`src/rtl/repl_pkg.sv`:
```
// Shared types for the set replacement controller.
// Policy selector, flush FSM states, LFSR tap mask.
package repl_pkg;

  typedef enum logic [1:0] {
    REPL_PLRU,
    REPL_FIFO,
    REPL_RANDOM
  } repl_policy_t;

  typedef enum logic {
    RS_IDLE,
    RS_FLUSH
  } repl_state_t;

  // x^16+x^14+x^13+x^11+1, right-shifting form:
  // feedback = l[0]^l[2]^l[3]^l[5], shifted into bit 15.
  localparam logic [15:0] LFSR_TAPS = 16'h002D;

endpackage

```
`src/rtl/plru_tree_pick.sv`:
```
// Tree-PLRU victim walk honouring an availability mask.
// Ports: tree_i node bits [W-1:1], avail_i per-way mask, way_o pick.
module plru_tree_pick #(
  parameter int NUM_WAYS = 4
) (
  input  logic [NUM_WAYS-1:0]         tree_i,
  input  logic [NUM_WAYS-1:0]         avail_i,
  output logic [$clog2(NUM_WAYS)-1:0] way_o
);
  localparam int WW = $clog2(NUM_WAYS);

  logic [2*NUM_WAYS-1:0] sub;
  logic                  unused_bits;

  assign unused_bits = ^{sub[0], tree_i[0]};

  // sub[n] = subtree under node n holds an available way
  always_comb begin
    int  n;
    logic dir;
    sub = '0;
    n   = 1;
    dir = 1'b0;
    for (int w = 0; w < NUM_WAYS; w++)
      sub[NUM_WAYS+w] = avail_i[w];
    for (int i = NUM_WAYS - 1; i >= 1; i--)
      sub[i] = sub[2*i] | sub[2*i+1];
    for (int l = 0; l < WW; l++) begin
      dir = tree_i[n];
      if (dir && !sub[2*n+1])
        dir = 1'b0;
      else if (!dir && !sub[2*n])
        dir = 1'b1;
      n = 2 * n + int'(dir);
    end
    way_o = WW'(n - NUM_WAYS);
  end

endmodule

```
`src/rtl/set_repl_ctrl.sv`:
```
// Per-set replacement controller: PLRU/FIFO/random, valid, lock, flush.
// Ports: touch/inval updates, query -> registered victim, flush/busy.
module set_repl_ctrl
  import repl_pkg::*;
#(
  parameter int          NUM_WAYS  = 4,
  parameter int          NUM_SETS  = 8,
  parameter int          POLICY    = 0,
  parameter logic [15:0] LFSR_SEED = 16'hACE1
) (
  input  logic                         clk,
  input  logic                         reset,
  input  logic                         touch_valid,
  input  logic                         touch_fill,
  input  logic [$clog2(NUM_SETS)-1:0]  touch_set,
  input  logic [$clog2(NUM_WAYS)-1:0]  touch_way,
  input  logic                         inval_valid,
  input  logic [$clog2(NUM_SETS)-1:0]  inval_set,
  input  logic [$clog2(NUM_WAYS)-1:0]  inval_way,
  input  logic                         query_valid,
  input  logic [$clog2(NUM_SETS)-1:0]  query_set,
  input  logic [NUM_WAYS-1:0]          lock_mask,
  output logic                         victim_valid,
  output logic [$clog2(NUM_WAYS)-1:0]  victim_way,
  output logic                         victim_none,
  input  logic                         flush,
  output logic                         busy
);
  localparam int WW = $clog2(NUM_WAYS);
  localparam int SW = $clog2(NUM_SETS);
  localparam repl_policy_t POL = repl_policy_t'(POLICY);

  logic [NUM_WAYS-1:0] tree_q  [NUM_SETS];
  logic [NUM_WAYS-1:0] tree_d  [NUM_SETS];
  logic [NUM_WAYS-1:0] valid_q [NUM_SETS];
  logic [NUM_WAYS-1:0] valid_d [NUM_SETS];
  logic [WW-1:0]       ptr_q   [NUM_SETS];
  logic [WW-1:0]       ptr_d   [NUM_SETS];
  logic [15:0]         lfsr_q, lfsr_d;
  repl_state_t         st_q, st_d;
  logic [SW-1:0]       cnt_q, cnt_d;

  logic                vv_q;
  logic [WW-1:0]       vway_q, vway_d;
  logic                vnone_q, vnone_d;

  logic [NUM_WAYS-1:0] avail, inv_avail;
  logic [WW-1:0]       plru_way;
  logic [WW-1:0]       start;

  assign busy         = (st_q == RS_FLUSH);
  assign victim_valid = vv_q;
  assign victim_way   = vway_q;
  assign victim_none  = vnone_q;

  // Next-state: touch first, then inval, so inval wins on a clash.
  always_comb begin
    int n;
    n       = 0;
    tree_d  = tree_q;
    valid_d = valid_q;
    ptr_d   = ptr_q;
    st_d    = st_q;
    cnt_d   = cnt_q;
    lfsr_d  = {^(lfsr_q & LFSR_TAPS), lfsr_q[15:1]};
    unique case (st_q)
      RS_IDLE: begin
        if (touch_valid) begin
          if (POL == REPL_PLRU) begin
            n = NUM_WAYS + int'(touch_way);
            for (int l = 0; l < WW; l++) begin
              tree_d[touch_set][n/2] = ~n[0];
              n = n / 2;
            end
          end
          if (touch_fill) begin
            valid_d[touch_set][touch_way] = 1'b1;
            ptr_d[touch_set] = touch_way + WW'(1);
          end
        end
        if (inval_valid) begin
          valid_d[inval_set][inval_way] = 1'b0;
          if (POL == REPL_PLRU) begin
            n = NUM_WAYS + int'(inval_way);
            for (int l = 0; l < WW; l++) begin
              tree_d[inval_set][n/2] = n[0];
              n = n / 2;
            end
          end
        end
        if (flush) begin
          st_d  = RS_FLUSH;
          cnt_d = '0;
        end
      end
      RS_FLUSH: begin
        tree_d[cnt_q]  = '0;
        valid_d[cnt_q] = '0;
        ptr_d[cnt_q]   = '0;
        cnt_d          = cnt_q + SW'(1);
        if (cnt_q == SW'(NUM_SETS - 1))
          st_d = RS_IDLE;
      end
      default: st_d = RS_IDLE;
    endcase
  end

  assign avail     = ~lock_mask;
  assign inv_avail = avail & ~valid_q[query_set];
  assign start     = (POL == REPL_FIFO) ? ptr_q[query_set]
                                        : lfsr_q[WW-1:0];

  plru_tree_pick #(
    .NUM_WAYS (NUM_WAYS)
  ) u_pick (
    .tree_i  (tree_q[query_set]),
    .avail_i (avail),
    .way_o   (plru_way)
  );

  // Downward loops so the lowest qualifying index is the last write.
  always_comb begin
    logic [WW-1:0] idx;
    idx     = '0;
    vway_d  = '0;
    vnone_d = 1'b0;
    if (avail == '0) begin
      vnone_d = 1'b1;
    end else if (inv_avail != '0) begin
      for (int w = NUM_WAYS - 1; w >= 0; w--)
        if (inv_avail[w]) vway_d = WW'(w);
    end else if (POL == REPL_PLRU) begin
      vway_d = plru_way;
    end else begin
      for (int k = NUM_WAYS - 1; k >= 0; k--) begin
        idx = start + WW'(k);
        if (avail[idx]) vway_d = idx;
      end
    end
  end

  always_ff @(posedge clk) begin
    if (reset) begin
      for (int s = 0; s < NUM_SETS; s++) begin
        tree_q[s]  <= '0;
        valid_q[s] <= '0;
        ptr_q[s]   <= '0;
      end
      lfsr_q  <= LFSR_SEED;
      st_q    <= RS_IDLE;
      cnt_q   <= '0;
      vv_q    <= 1'b0;
      vway_q  <= '0;
      vnone_q <= 1'b0;
    end else begin
      tree_q  <= tree_d;
      valid_q <= valid_d;
      ptr_q   <= ptr_d;
      lfsr_q  <= lfsr_d;
      st_q    <= st_d;
      cnt_q   <= cnt_d;
      vv_q    <= query_valid && (st_q == RS_IDLE);
      if (query_valid && (st_q == RS_IDLE)) begin
        vway_q  <= vway_d;
        vnone_q <= vnone_d;
      end
    end
  end

endmodule

```
`config.mk`:
```
export PLATFORM = sky130hd
export DESIGN_NAME = set_repl_ctrl
export DESIGN_NICKNAME = d
export VERILOG_FILES = /design/src/rtl/repl_pkg.sv /design/src/rtl/plru_tree_pick.sv /design/src/rtl/set_repl_ctrl.sv
export SDC_FILE = /design/constraint.sdc
export NUM_CORES = 1
export LEC_CHECK = 0
export ABC_CLOCK_PERIOD_IN_PS = 2700
export CAP_MARGIN = 20
export CORE_MARGIN = 3
export CORE_UTILIZATION = 24
export DETAILED_ROUTE_END_ITERATION = 7
export PLACE_DENSITY = 0.49
export REMOVE_ABC_BUFFERS = 1
export SKIP_CTS_REPAIR_TIMING = 1
export SYNTH_ARGS = -nofsm -noshare
export SYNTH_HDL_FRONTEND = slang
export SYNTH_SLANG_ARGS = --single-unit
export TNS_END_PERCENT = 50
```
`constraint.sdc`:
```
create_clock -name clk -period 2.7 [get_ports clk]
set_clock_uncertainty 0.15 [all_clocks]
set_input_delay 0.54 -clock clk [delete_from_list [all_inputs] [get_ports clk]]
set_output_delay 0.54 -clock clk [all_outputs]
set_load 0.03 [all_outputs]
```
==> results of run 1 <==
-- final cells by class --
cell class | count | area share (%)
Sequential cell | 64 | 25.0
Timing Repair Buffer | 81 | 14.1
Tap cell | 216 | 5.26
Multi-Input combinational cell | 394 | 48.7
Clock buffer | 10 | 4.65
Clock inverter | 4 | 1.36
Antenna cell | 1 | 0.0487
Inverter | 13 | 0.950
-- worst max-delay path: cells and delay by family --
| kind | cells | cell delay, ns |
|---|---|---|
| muxes | 4 | 1.02 |
| AOI/OAI and AO/OA | 1 | 0.21 |
| buffers and inverters | 2 | 0.70 |
-- cell families after synthesis --
group,Yosys count
DFF,64
muxes,39
AOI/OAI and AO/OA,193
buffers and inverters,51
adders and majority gates,2
and+or+nand+nor,160
-- path summary, 6_finish.rpt --
path                   endpoint  cells past startpoint
hold reg to reg   victim_way[1]                      2
hold / removal    victim_way[1]                      2
setup reg to reg  victim_way[1]                      5
setup / recovery  victim_way[0]                      7
-- stage by stage --
step	power [uW]	hold slack (ns)	cell area, um^2	setup TNS (ns)	instances
floorplan	1200	0.285	3830	0	471
global placement	1460	0.309	4820	-0.0152	768
detailed placement	1460	0.311	4820	-0.0280	768
CTS	2730	0.318	5130	0	782
global route	2810	0.363	5130	0	782
finish	2720	0.314	5130	0	783
-- where the power goes --
part / internal, uW / total (uW) / switching (uW)
registers: 966 / 987 / 21.9
logic: 183 / 466 / 283
clock network: 819 / 1260 / 443
total: 1970 / 2720 / 747
-- per-layer routing --
layer  wire length (um)  GRT usage [%]  vias up
met1               7360           24.4     2059
met4                580           7.73        2
met5                  8              0        -
met3               1030           4.23       42
li1                   -              -     2019
met2               6850           26.6      161
-- registers in the layout, indices dropped and copies added, names as in the netlist --
name	count
busy	1
victim_way	2
victim_valid	1
victim_none	1
valid_q	32
tree_q	24
cnt_q	3
-- cells in the mapped netlist (all sizes together) (3+ instances only) --
cell | count | area share [%]
a21boi | 6 | 1.1
a221oi | 3 | 0.81
o31ai | 6 | 1.1
a21oi | 91 | 11
inv | 12 | 1.1
clkbuf | 28 | 2.6
nor2 | 44 | 4.1
nand2b | 6 | 0.94
mux4 | 8 | 4.5
mux2i | 31 | 7.8
a211oi | 10 | 1.9
nand2 | 25 | 2.3
nand3 | 17 | 2.1
and4bb | 3 | 0.94
o211ai | 3 | 0.56
nand4 | 9 | 1.4
dfxtp | 64 | 32
nor2b | 7 | 1.1
a31oi | 8 | 1.2
nand4bb | 4 | 1.1
and2 | 5 | 0.78
and3 | 5 | 0.78
and4b | 3 | 0.75
o21ai | 52 | 6.5
nand4b | 4 | 0.87
buf | 10 | 1.8
nor3 | 16 | 2.0
==> results.tsv, run 1 <==
stage	metric	value	unit
clocking	clk_latency	0.35	ns
synth	syn-mean-instance-area	7.87	um^2
global_routing	antenna_found_initial	2	
synth	synth_top_family_by_area	compound AO/OA/AOI/OAI gates	
floorplan	die_area	0.0183	mm^2
synth	netlist_instances	509	
clocking	cts_tree	done	
synth	synth_xor_area_share	0	%
sta	timing.final.crit_share	87.8	%
clocking	htree_levels	3	
global_routing	grt_max_degree	31	
worst_setup_path	cp-end-kind	register	
final_layout	multi_input_area	0.00250	mm^2
synth	synth_async_sr_flop_share	0	%
sta	setup_viol	0	
route	via_count	4283	
worst_setup_path	crit_type	in2reg	
worst_setup_path	start_kind	input port	
global_routing	grt_overflow	0	
placed_design	dp_slack	-0.0210	ns
route	wirelength	15.8	mm
floorplan	io_pins	29	
route	viasPerCell	5.47	
sta	worst_pin_slew	0.842	ns
outcome	outcome	finished, final reports clean	
clocking	clock-sinks	64	
worst_setup_path	cp.arrival	2.48	ns
final_layout	final_cell_mix	a21oi_1, dfxtp_1, o21ai_0, buf_4, nor2_1	
global_routing	grt_pass1_vias	4143	
sta	setup_ws	0.330	ns
route	ant_nets	0	
synth	ys_seq_elements	64	
placed_design	dp_hpwl	12.1	mm
placed_design	gp_congestion	0.941	
sta	finalHoldViolCount	0	
final_layout	drive_gt1_share	14.8	%
sta	fmax	422	MHz
route	firstDrtPassIters	5	
route	wl_per_cell	20.2	um
final_layout	fill_cells	1736	
min_path	hp-start	victim_way[1]	
route	drc_errors	0	
floorplan	rows	46	
global_routing	grt_pass1_wl	24.8	mm
synth	ys_warn_count	0	
sta	slew_headroom	43.6	%
min_path	min_path_type	reg2reg	
placed_design	portBuffers	28	
worst_setup_path	regToRegSetupSlack	0.77	ns
worst_setup_path	cpMaxStageDelayCell	clkdlybuf4s50_1	
floorplan	core_area	0.0161	mm^2
flow_run	drv_cap	0	
final_layout	final_util	31.9	%
final_layout	final_common_cell	a21oi_1	
final_layout	synthToLayoutAreaGrowth	28.1	%
synth	synthFlopType	dfxtp_1	
clocking	clk_pin_slew	0.05	ns
clocking	clock_path_buffers	2	
power_and_ir_drop	power_leakage	0.00182	uW
synth	syn_area	0.00401	mm^2
sta	rsz0062_at_grt	false	
worst_setup_path	crit_start	query_set[1]	
floorplan	dieWidth	135	um
synth	ys_seq_area_share	32.0	%
synth	muxShareOfSynthArea	12.3	%
final_layout	seqCellArea	0.00128	mm^2
worst_setup_path	max_stage_delay	0.51	ns
synth	synthAdderAreaFrac	0.624	%
clocking	cts_buffers	9	
route	drt_iter0_markers	494	
power_and_ir_drop	ir_worst_vdd	0.000318	V
floorplan	dieHeight	135	um
power_and_ir_drop	power_density	529	mW/mm^2
clocking	cts.root.buffer_cell	clkbuf_16	
global_routing	grt_use_total	17.8	%
sta	slew_violations	0	
floorplan	start_util	24.9	%
worst_setup_path	crit_top_cell	mux2i_1	
worst_setup_path	crit_fanout	20	
worst_setup_path	r2r-start	tree_q[5]	
final_layout	nNetsFinal	589	
worst_setup_path	required	2.81	ns
synth	synth_compound_area_share	27.5	%
sta	finalCriticalPeriod	2.37	ns
worst_setup_path	path_cells	clkdlybuf4s50_1, buf_12, mux4_2, mux2i_1, mux2i_1, mux2i_1, a221oi_2	
synth	yosys.area_share.simple	21.9	%
synth	synth-edff-count	0	
synth	yosysUniqueCellTypes	56	
Note: power is estimated with default switching activity, not from simulation.
==> run 2, diff against run 1 <==
--- a/config.mk
+++ b/config.mk
@@ -11,6 +11,7 @@
 export CORE_UTILIZATION = 24
 export DETAILED_ROUTE_END_ITERATION = 7
 export PLACE_DENSITY = 0.49
+export RECOVER_POWER = 50
 export REMOVE_ABC_BUFFERS = 1
 export SKIP_CTS_REPAIR_TIMING = 1
 export SYNTH_ARGS = -nofsm -noshare
==> run 2 against run 1 <==
  * The run now ends with capacitance limit, slew limit left
  * Non-clock buffer count unchanged
  * Setup slack got worse by 0.037 ns
  * Sequential cell count did not move
  * Sequential power hardly changed
  * Die area did not move
  * Cell count stayed put
  * Design area down 0.56%
  * Critical path type unchanged
==> results.tsv, run 2 (synthesized netlist as in run 1, its figures left out) <==
stage	metric	value	unit	change
sta	finalHoldViolCount	0		unchanged
final_layout	regMostFlops	valid_q		unchanged
sta	setup_viol	0		unchanged
global_routing	grt_max_degree	31		unchanged
final_layout	final_common_cell	a21oi_1		unchanged
route	ant_nets	0		unchanged
worst_setup_path	cp-end-kind	register		unchanged
power_and_ir_drop	total_power	2710	uW	was 2720 uW
flow_run	drv_cap	1		was 0
floorplan	start_util	24.9	%	unchanged
worst_setup_path	regToRegSetupSlack	0.39	ns	was 0.77 ns
floorplan	dieWidth	135	um	unchanged
route	via_count	4275		was 4,283
clocking	clock-sinks	64		unchanged
route	firstDrtPassIters	5		unchanged
worst_setup_path	r2r_cells	6		was 5
global_routing	gr-usage-met3	4.23	%	unchanged
global_routing	grt_pass1_vias	4143		unchanged
global_routing	grt_util_met2	26.6	%	unchanged
clocking	clk_pin_slew	0.05	ns	about the same
worst_setup_path	crit_start	query_set[1]		unchanged
worst_setup_path	cp.arrival	2.41	ns	was 2.48 ns
floorplan	dieHeight	135	um	unchanged
worst_setup_path	crit_type	in2reg		unchanged
floorplan	rows	46		unchanged
route	wirelength	15.7	mm	was 15.8 mm
final_layout	synthToLayoutAreaGrowth	27.4	%	was 28.1%
worst_setup_path	r2r-start	busy		was tree_q[5]
worst_setup_path	start_kind	input port		unchanged
floorplan	core_area	0.0161	mm^2	unchanged
route	wl_per_cell	20.1	um	was 20.2 um
sta	worst_pin_slew	1.66	ns	was 0.842 ns
clocking	cts_buffers	9		unchanged
final_layout	largest_register_ffs	32		unchanged
final_layout	final_cell_mix	a21oi_1, dfxtp_1, o21ai_0, nor2_1, buf_4		was a21oi_1, dfxtp_1, o21ai_0, buf_4, nor2_1
global_routing	grt_use_total	17.8	%	unchanged
placed_design	portBuffers	28		unchanged
power_and_ir_drop	ir_worst_vdd	0.000319	V	was 0.000318 V
global_routing	grt.busiest_layer	met2		unchanged
sta	finalSetupTns	0	ns	unchanged
final_layout	top_regs	valid_q: 32 flops, tree_q: 24 flops, cnt_q: 3 flops		unchanged
route	drt_iter0_markers	461		was 494
clocking	clk_latency	0.35	ns	about the same
route	viasPerCell	5.46		was 5.47
clocking	cts_tree	done		unchanged
worst_setup_path	r2r-end	victim_way[0]		was victim_way[1]
final_layout	final_util	31.7	%	was 31.9%
power_and_ir_drop	power_density	531	mW/mm^2	was 529 mW/mm^2
placed_design	dp_hpwl	12.1	mm	unchanged
global_routing	antenna_found_initial	2		unchanged
sta	slew_headroom	-10.7	%	was 43.6%
sta	timing.final.crit_share	89.1	%	was 87.8%
global_routing	grt_pass1_wl	24.8	mm	unchanged
sta	rsz0062_at_grt	false		unchanged
global_routing	grt_use_met1	24.4	%	unchanged
clocking	clock_path_buffers	2		unchanged
sta	finalCriticalPeriod	2.41	ns	was 2.37 ns
route	drc_errors	0		unchanged
floorplan	io_pins	29		unchanged
final_layout	drive_gt1_share	13.1	%	was 14.8%
floorplan	die_area	0.0183	mm^2	unchanged
sta	fmax	415	MHz	was 422 MHz
global_routing	grt_overflow	0		unchanged
worst_setup_path	cp-endpoint	victim_way[1]		was victim_way[0]
clocking	cts.root.buffer_cell	clkbuf_16		unchanged
placed_design	gp_congestion	0.941		unchanged
min_path	min_path_type	reg2reg		unchanged
worst_setup_path	crit_fanout	20		unchanged
placed_design	dp_slack	-0.0210	ns	unchanged
power_and_ir_drop	power_leakage	0.00180	uW	was 0.00182 uW
sta	slew_violations	30		was 0
clocking	htree_levels	3		unchanged
outcome	outcome	finished, violations left		was finished, final reports clean
sta	setup_ws	0.293	ns	was 0.330 ns
outcome	violations	capacitance limit, slew limit		
worst_setup_path	required	2.70	ns	was 2.81 ns
final_layout	nNetsFinal	589		unchanged
final_layout	fill_cells	1744		was 1,736
==> run 2: changes by cell type in the layout (fill, tap and decap cells not counted), sizes merged <==
cell           previous run  this run
buf                      54        45
clkbuf                   10        19
clkdlybuf4s50            27        18
dlygate4sd3               0         9
==> run 2: area by class of cell <==
| class | count | area (um^2) | area share [%] |
|---|---|---|---|
| diodes | 1 | 2.50 | 0.0490 |
| clock buffers | 10 | 239 | 4.68 |
| clock inverters | 4 | 70.1 | 1.37 |
| inverters | 13 | 48.8 | 0.956 |
| multi-input cells | 394 | 2500 | 48.9 |
| flip-flops and latches | 64 | 1280 | 25.1 |
| well taps | 216 | 270 | 5.29 |
| repair buffers | 81 | 696 | 13.6 |
==> run 2: critical path: stages <==
cell and delay (ns):
clkdlybuf4s50_1 0.51, buf_12 0.19, mux2i_1 0.10, mux4_2 0.49, and2_1 0.17, o311ai_1 0.30
a21oi_1 0.10
==> run 2: report_power, final <==
group | switching [uW] | internal (uW) | leakage [uW] | total, uW
Clock | 447 | 819 | 0.000154 | 1270
Combinational | 282 | 175 | 0.00113 | 457
Sequential | 21.5 | 965 | 0.000518 | 987
Total | 751 | 1960 | 0.00180 | 2710
==> run 2: worst min path at each step <==
stage	depth (start not counted)	from	slack [ns]	to
after global routing	2	victim_way[1]	0.36	victim_way[1]
after CTS	2	victim_way[1]	0.32	victim_way[1]
after floorplan	2	tree_q[11]	0.28	tree_q[11]
after global placement	2	victim_way[1]	0.31	victim_way[1]
final	2	victim_way[1]	0.31	victim_way[1]
after detailed placement	2	victim_way[1]	0.31	victim_way[1]
==> run 2: routing by layer <==
| layer | up-vias | routed length (um) |
|---|---|---|
| met5 | - | 8 |
| met4 | 2 | 588 |
| met3 | 44 | 1150 |
| met2 | 173 | 6800 |
| met1 | 2040 | 7190 |
| li1 | 2016 | - |
==> run 2: stage by stage <==
stage / area, um^2 / hold slack (ns) / std cells
2_1_floorplan: 3830 / 0.285 / 471
3_3_place_gp: 4820 / 0.309 / 768
3_5_place_dp: 4820 / 0.311 / 768
4_1_cts: 5130 / 0.318 / 782
5_1_grt: 5100 / 0.361 / 782
6_report: 5110 / 0.311 / 783
==> run 3, diff against run 2 <==
--- a/config.mk
+++ b/config.mk
@@ -7,6 +7,7 @@
 export LEC_CHECK = 0
 export ABC_CLOCK_PERIOD_IN_PS = 2700
 export CAP_MARGIN = 20
+export CORE_ASPECT_RATIO = 0.6
 export CORE_MARGIN = 3
 export CORE_UTILIZATION = 24
 export DETAILED_ROUTE_END_ITERATION = 7
==> run 3 against run 2 <==
  * The run now ends clean
  * Cell count is 2.3% higher
  * Clock-buffer cell count is the same
  * Combinational power up 9.2%
  * Die area up 0.28%
  * Register-to-register slack got worse by 0.07 ns
  * Via count grew 3.4%
  * Largest power group unchanged
  * Wire length rose by 6.6%
  * Power grew 1.2%
  * Critical endpoint is now tree_q[15]
  * Critical path type unchanged
  * First-iteration DRC count rose by 19%
  * Non-clock buffer count increased by 11
==> results.tsv, run 3 (synthesized netlist as in run 1, its figures left out) <==
stage	metric	value	unit	change
flow_run	drv_cap	0		was 1
route	wirelength	16.8	mm	was 15.7 mm
final_layout	final_util	32.9	%	was 31.7%
global_routing	grt_use_total	18.0	%	was 17.8%
clocking	clock-sinks	64		unchanged
sta	fmax	400	MHz	was 415 MHz
global_routing	grt_overflow	0		unchanged
outcome	outcome	finished, final reports clean		was finished, violations left
final_layout	top_regs	valid_q: 32 flops, tree_q: 24 flops, cnt_q: 3 flops		unchanged
final_layout	final_common_cell	a21oi_1		unchanged
floorplan	dieWidth	173	um	was 135 um
clocking	cts.root.buffer_cell	clkbuf_16		unchanged
final_layout	drive_gt1_share	15.4	%	was 13.1%
global_routing	grt_max_degree	31		unchanged
worst_setup_path	cp-end-kind	register		unchanged
worst_setup_path	path_cells	clkdlybuf4s50_1, buf_4, nor4bb_1, clkbuf_1, a21oi_1, a21boi_0, o21ai_0, a21oi_1		was clkdlybuf4s50_1, buf_12, mux2i_1, mux4_2, and2_1, o311ai_1, a21oi_1
route	firstDrtPassIters	5		unchanged
power_and_ir_drop	power_leakage	0.00186	uW	was 0.00180 uW
sta	slew_violations	0		was 30
floorplan	rows	35		was 46
worst_setup_path	cp_top_family	buffers and inverters		unchanged
placed_design	gp_congestion	0.976		was 0.941
floorplan	core_area	0.0159	mm^2	was 0.0161 mm^2
route	ant_nets	0		unchanged
floorplan	dieHeight	106	um	was 135 um
route	viasPerCell	5.52		was 5.46
placed_design	dp_slack	-0.0255	ns	was -0.0210 ns
power_and_ir_drop	ir_worst_vdd	0.000294	V	was 0.000319 V
floorplan	io_pins	29		unchanged
sta	setup_viol	0		unchanged
min_path	min_path_type	reg2reg		unchanged
route	drc_errors	0		unchanged
floorplan	die_area	0.0183	mm^2	about the same
worst_setup_path	cpMaxStageDelayCell	clkdlybuf4s50_1		unchanged
clocking	htree_levels	3		unchanged
worst_setup_path	start_kind	input port		unchanged
global_routing	grt_pass1_wl	25.1	mm	was 24.8 mm
final_layout	synthToLayoutAreaGrowth	30.1	%	was 27.4%
clocking	clk_pin_slew	0.06	ns	was 0.05 ns
route	wl_per_cell	20.9	um	was 20.1 um
final_layout	regMostFlops	valid_q		unchanged
clocking	clock_path_buffers	2		unchanged
sta	finalHoldViolCount	0		unchanged
final_layout	n_antenna_cell	0		was 1
worst_setup_path	required	2.76	ns	was 2.70 ns
sta	slew_headroom	34.1	%	was -10.7%
sta	worst_pin_slew	0.985	ns	was 1.66 ns
final_layout	nNetsFinal	600		was 589
worst_setup_path	crit_fanout	8		was 20
placed_design	dp_hpwl	13.1	mm	was 12.1 mm
sta	finalCriticalPeriod	2.50	ns	was 2.41 ns
sta	finalSetupTns	0	ns	unchanged
global_routing	antenna_found_initial	0		was 2
worst_setup_path	cp.arrival	2.56	ns	was 2.41 ns
worst_setup_path	path_buf_inv	3		was 2
global_routing	grt_pass1_vias	4040		was 4,143
sta	timing.final.crit_share	92.7	%	was 89.1%
sta	rsz0062_at_grt	false		unchanged
clocking	cts_tree	done		unchanged
clocking	clk_latency	0.34	ns	was 0.35 ns
power_and_ir_drop	power_density	526	mW/mm^2	was 531 mW/mm^2
clocking	cts_buffers	9		unchanged
final_layout	largest_register_ffs	32		unchanged
route	drt_iter0_markers	550		was 461
placed_design	portBuffers	28		unchanged
floorplan	start_util	25.3	%	was 24.9%
route	via_count	4419		was 4,275
worst_setup_path	max_stage_delay	0.59	ns	was 0.51 ns
final_layout	final_cell_mix	a21oi_1, dfxtp_1, buf_4, o21ai_0, nor2_1		was a21oi_1, dfxtp_1, o21ai_0, nor2_1, buf_4
sta	setup_ws	0.198	ns	was 0.293 ns
worst_setup_path	crit_type	in2reg		unchanged
worst_setup_path	crit_top_cell	a21oi_1		
[run 3: power by group]
part	internal (uW)	switching, uW	leakage, uW
sequential	965	25.9	0.000518
clock	805	449	0.000156
combinational	190	309	0.00119
[run 3: per-layer routing]
metal | vias up | routed length (um) | GRT usage [%]
met4 | 0 | 121 | 3.29
met5 | - | 0 | 0
met1 | 2125 | 8340 | 28.1
li1 | 2031 | - | -
met2 | 248 | 6020 | 21.9
met3 | 15 | 2300 | 7.85
[run 3: through the flow]
stage	instances	total power, uW	area (um^2)	hold WS, ns
after floorplan	471	1200	3830	0.285
after global placement	785	1500	4930	0.313
after detailed placement	785	1500	4930	0.303
after CTS	801	2760	5240	0.310
after global routing	801	2840	5220	0.344
final	801	2740	5220	0.305
[run 3: final cells by class]
| class | instances | area (um^2) |
|---|---|---|
| Clock inverter | 6 | 83.8 |
| Multi-Input combinational cell | 394 | 2500 |
| Clock buffer | 10 | 229 |
| Timing Repair Buffer | 92 | 796 |
| Sequential cell | 64 | 1280 |
| Tap cell | 222 | 278 |
| Inverter | 13 | 48.8 |
| Fill cell | 1699 | 10600 |
[run 3: path summary, 6_finish.rpt]
check           startpoint       endpoint  slack (ns)  cells past startpoint
max            inval_valid     tree_q[15]        0.20                      8
min          victim_way[1]  victim_way[1]        0.31                      2
max reg2reg           busy     valid_q[9]        0.32                      6
min reg2reg  victim_way[1]  victim_way[1]        0.31                      2
[run 3: worst reg2reg max path: stages (launching register included)]
cell,delay [ns]
dfxtp_1,0.53
clkbuf_1,0.64
buf_4,0.34
nor2_1,0.06
clkbuf_1,0.18
o31ai_1,0.26
a21oi_1,0.10
